===== src/rtl/timer_device.sv =====
// timer_device: memory-mapped countdown timer with CTRL / PRESET / COUNT
// registers, one-shot and auto-reload modes, and a maskable interrupt.
module timer_device (
  input  logic        clk,
  input  logic        reset,
  input  logic [29:0] addr,
  input  logic        we,
  input  logic [31:0] wdata,
  output logic [31:0] rdata,
  output logic        irq
);

  typedef enum logic [1:0] {
    S_IDLE = 2'd0,
    S_LOAD = 2'd1,
    S_CNT  = 2'd2,
    S_INT  = 2'd3
  } state_t;

  localparam logic [1:0] A_CTRL   = 2'd0;
  localparam logic [1:0] A_PRESET = 2'd1;
  localparam logic [1:0] A_COUNT  = 2'd2;

  state_t      r_state;
  state_t      w_state_next;
  logic [3:0]  r_ctrl;
  logic [3:0]  w_ctrl_next;
  logic [31:0] r_preset;
  logic [31:0] w_preset_next;
  logic [31:0] r_count;
  logic [31:0] w_count_next;
  logic        r_irq;
  logic        w_irq_next;

  logic [1:0]  w_sel;
  logic        w_enable;
  logic        w_autoreload;
  logic        w_unused_addr;

  // Only the word offset inside the window is decoded; the bridge does range select.
  assign w_sel         = addr[1:0];
  assign w_unused_addr = ^addr[29:2];
  assign w_enable      = r_ctrl[0];
  // Modes 2 and 3 fall back to one-shot, so only encoding 1 reloads.
  assign w_autoreload  = (r_ctrl[2:1] == 2'd1);

  // State and register update; reset outranks any simultaneous CPU write.
  always_ff @(posedge clk) begin
    if (reset) begin
      r_state  <= S_IDLE;
      r_ctrl   <= 4'd0;
      r_preset <= 32'd0;
      r_count  <= 32'd0;
      r_irq    <= 1'b0;
    end else begin
      r_state  <= w_state_next;
      r_ctrl   <= w_ctrl_next;
      r_preset <= w_preset_next;
      r_count  <= w_count_next;
      r_irq    <= w_irq_next;
    end
  end

  // Next-state and register next values; the CPU write is applied last so it
  // overrides the one-shot Enable clear taken in INT.
  always_comb begin
    w_state_next  = r_state;
    w_ctrl_next   = r_ctrl;
    w_preset_next = r_preset;
    w_count_next  = r_count;
    w_irq_next    = r_irq;

    case (r_state)
      S_IDLE: begin
        if (w_enable) begin
          w_state_next = S_LOAD;
          w_irq_next   = 1'b0;
        end
      end
      S_LOAD: begin
        w_count_next = r_preset;
        w_state_next = S_CNT;
      end
      S_CNT: begin
        if (!w_enable) begin
          w_state_next = S_IDLE;
        end else if (r_count > 32'd1) begin
          w_count_next = r_count - 32'd1;
        end else begin
          w_count_next = 32'd0;
          w_irq_next   = 1'b1;
          w_state_next = S_INT;
        end
      end
      S_INT: begin
        if (w_autoreload) begin
          w_irq_next = 1'b0;
        end else begin
          // One-shot keeps the flag raised until software re-enables.
          w_ctrl_next[0] = 1'b0;
        end
        w_state_next = S_IDLE;
      end
      default: w_state_next = S_IDLE;
    endcase

    if (we) begin
      case (w_sel)
        A_CTRL:   w_ctrl_next   = wdata[3:0];
        A_PRESET: w_preset_next = wdata;
        default:  ;
      endcase
    end
  end

  // Zero-latency read mux; unstored CTRL bits and word 3 read as zero.
  always_comb begin
    rdata = 32'd0;
    case (w_sel)
      A_CTRL:   rdata = {28'd0, r_ctrl};
      A_PRESET: rdata = r_preset;
      A_COUNT:  rdata = r_count;
      default:  rdata = 32'd0;
    endcase
  end

  assign irq = r_irq & r_ctrl[3];

endmodule


===== config.mk =====
export PLATFORM = sky130hd
export DESIGN_NAME = timer_device
export DESIGN_NICKNAME = d
export VERILOG_FILES = /design/src/rtl/timer_device.sv
export SDC_FILE = /design/constraint.sdc
export NUM_CORES = 1
export LEC_CHECK = 0
export ABC_CLOCK_PERIOD_IN_PS = 2000
export CAP_MARGIN = 10
export CORE_ASPECT_RATIO = 1.5
export CORE_MARGIN = 1
export CORE_UTILIZATION = 45
export CTS_CLUSTER_DIAMETER = 200
export DETAILED_ROUTE_END_ITERATION = 8
export PLACE_DENSITY = 0.88
export SYNTH_ARGS = -nofsm -noshare
export SYNTH_HDL_FRONTEND = slang
export SYNTH_SLANG_ARGS = --single-unit

===== constraint.sdc =====
create_clock -name clk -period 2 [get_ports clk]
set_input_delay 0.3 -clock clk [delete_from_list [all_inputs] [get_ports clk]]
set_output_delay 0.3 -clock clk [all_outputs]
set_load 0.005 [all_outputs]

==> flow_metrics.tcl <==
set metrics [dict create \
    layout-area-overhead-vs-synth_pct 52.0 \
    cp.depth 7 \
    rows 41 \
    cpMaxStageDelayCell "or4_4" \
    antenna_found_initial 0 \
    drc_errors 0 \
    cp-start-kind "flop" \
    reg2reg_from "r_count[8]" \
    r2r_cells 7 \
    initial_core_util_pct 47.1 \
    tns_ns -6.80 \
    ys_async_sr_fraction_pct 0 \
    synth_edf_count 0 \
    cp_data_arrival_time_ns 2.53 \
    clk_latency_ns 0.33 \
    synth.most_common_cell "nand2_1" \
    grt_use_total_pct 30.7 \
    finalCriticalPeriod_ns 2.31 \
    max_stage_delay_ns 0.57 \
    finalSetupViolations 34 \
    grt_pass1_vias 4589 \
    max_slew.worst_pin.slew_ns 0.556 \
    drive_above_1_share_pct 26.4 \
    hp-class "in2reg" \
    io_pins 98 \
    cts_sinks 71 \
    p_leak_uw 0.00260 \
    syn_inst 518 \
    num_antenna_cells 0 \
    post-route-cell-area_mm2 0.00610 \
    cts_hold_buffers 0 \
    h-tree-depth 3 \
    preCtsSetupSlack_ns -0.243 \
    vias 5102 \
    core_mm2 0.00852 \
    finClkSkew_ns 0.00337 \
    synthTopCellsByCount "nand2_1 (88), dfxtp_1 (71), a21oi_1 (57)" \
    worstHoldStart "reset" \
    ant_nets 0 \
    first_pass_iters 6 \
    violations "setup timing" \
    power_frac_comb_pct 17.6 \
    gp_congestion 0.945 \
    viasPerCell 6.73 \
    portBuffers 69 \
    synth_area_mm2 0.00401 \
    numCtsBuffers 9 \
    cts_buffer_depth 2 \
    setup_ws_ns -0.314 \
    wirelength_um 16000 \
    synth_ff_type "dfxtp_1" \
    grt_setup_unrepaired "yes" \
    detail_route.wl_per_cell_um 21.1 \
    status "finished with violations" \
    critical_path_class "reg2reg" \
    yosysTopAreaCell "dfxtp_1" \
    p_per_area_mw_per_mm2 583 \
    relSlewSlack_pct 62.8 \
    yosysWarnings 0 \
    min_to "r_preset[23]" \
    grt-ovfl-total 0 \
    syn-mean-instance-area_um2 7.75 \
    synthTopCellsByArea "dfxtp_1 (35%), nand2_1 (8.2%), a21oi_1 (7.1%), a22o_1 (5.9%), clkbuf_1 (3.8%)" \
    p_int_uw 2610 \
    dp_hpwl_um 9480 \
    fin_nets 714 \
    cp_max_fo 9 \
    netSwitchingFraction_pct 26.5 \
    cts_tree "built" \
    place_area_mm2 0.00534 \
    p_switching_uw 941 \
    required_ns 2.21 \
    dieArea_mm2 0.00931 \
    pwr-share-seq_pct 41.6 \
    crit_buf_inv 2 \
    endpoint_kind "flop" \
    fmax_mhz 432 \
    ir_drop_mv 0.535 \
    r2r_slack_ns -0.31 \
    cp_cell_sequence "or4_4, nor4_4, buf_4, nand3_2, buf_6, a32oi_1, o21ai_1" \
    dr.first_iter.drc_count 742 \
    die_w_um 79.1 \
    power_uw 3550 \
    clkPwrFrac_pct 40.8 \
    min_path_cells 2 \
    clkSlewWorstSetupHoldPaths_ns 0.06 \
    synth_seq_cells 71 \
    clockRootBuffer "clkbuf_16" \
    yosysSeqAreaShare_pct 35.4 \
    die_h_um 118 \
    timing.hold.ws_ns 0.396 \
    grt_pass1_wl_um 22400 \
    drv_slew 0 \
    cap_violations 0 \
    syn_nets 585 \
    r2r_end "r_count[19]" \
    min_period_over_period_pct 116 \
    synth_cell_type_count 61 \
    grt_max_degree 59 \
    crit_family "simple AND/OR/NAND/NOR gates" \
    yosys.area.top_type_share_pct 35.4 \
    hold_violations 0 \
]
-- layout by cell type (no fill, tap or decap), types with 11 or more instances in the layout --
cell type	count
a21oi_1	50
a22o_1	27
buf_4	77
buf_6	12
clkbuf_16	11
clkdlybuf4s50_1	49
dfxtp_1	68
dlymetal6s2s_1	17
nand2_1	88
nand4_1	11
nor2_1	28
-- routing by layer --
metal	part of all wire [%]	vias to the layer above	GRT usage, %	routed length (um)
met5	0	-	0	0
met3	11	138	6.28	1720
met2	48	452	49.5	7690
met4	6.6	0	19.1	1050
li1	-	2186	-	-
met1	35	2326	36.4	5520
-- state kept, by name, indices dropped and copies added (netlist names) --
name      flops
r_count      32
r_preset     32
r_ctrl        4
r_irq         1
r_state       2
-- stage by stage --
| step | util, % | std cells |
|---|---|---|
| 2_1_floorplan | - | 518 |
| 3_3_place_gp | 62.7 | 726 |
| 3_5_place_dp | 62.7 | 726 |
| 4_1_cts | 67.5 | 746 |
| 5_1_grt | 71.6 | 758 |
| 6_report | 71.6 | 758 |
-- area by class of cell --
cell class / count / area, um2
clock buffers: 12 / 246
clock inverters: 3 / 20.0
fillers: 639 / 2420
inverters: 12 / 47.5
multi-input cells: 383 / 2540
flip-flops and latches: 71 / 1430
well taps: 107 / 134
repair buffers: 170 / 1680
-- worst max path at each step --
stage | startpoint | endpoint | slack, ns
after global placement | addr[0] | rdata[13] | -0.21
after CTS | r_count[6] | r_irq | -0.13
after detailed placement | r_count[0] | r_count[24] | -0.24
final | r_count[8] | r_count[19] | -0.31
after global routing | r_count[8] | r_count[19] | -0.33
after floorplan | r_count[9] | r_count[10] | -0.14
-- worst reg2reg max path: cells and delay by family, from the launching register on --
kind | cells | cell delay (ns)
flip-flops | 1 | 0.32
buffers and inverters | 2 | 0.38
AO/OA/AOI/OAI | 2 | 0.40
AND/OR/NAND/NOR | 3 | 1.10
-- power groups by stage --
stage	clock network, uW	registers, uW	logic, uW
6_report	1450	1480	626
5_1_grt	1510	1480	654
4_1_cts	1450	1470	535
3_5_place_dp	0	1500	490
3_3_place_gp	0	1500	481
2_1_floorplan	0	1490	251
-- what timing repair did --
| item | in CTS | in global routing |
|---|---|---|
| setup buffers | 4 | 8 |
| setup endpoints to repair | 64 | 60 |
| cloned | 1 | 4 |
| gates resized for setup | 22 | 64 |
| pin swaps | 18 | 27 |
-- logic make-up (layout without fill, tap and decap cells) --
logic type                 count (synthesis)  after routing  synth area share [%]
buffers and inverters                     65            197                  7.17
and+or+nand+nor                          200            200                  24.6
muxes                                      8              8                  2.00
adders and majority gates                  2              2                 0.624
AOI/OAI and AO/OA                        171            172                  30.0
xor gates and xnor gates                   1              1                 0.218
DFF                                       71             71                  35.4
Power figures use the tool's default switching activity.
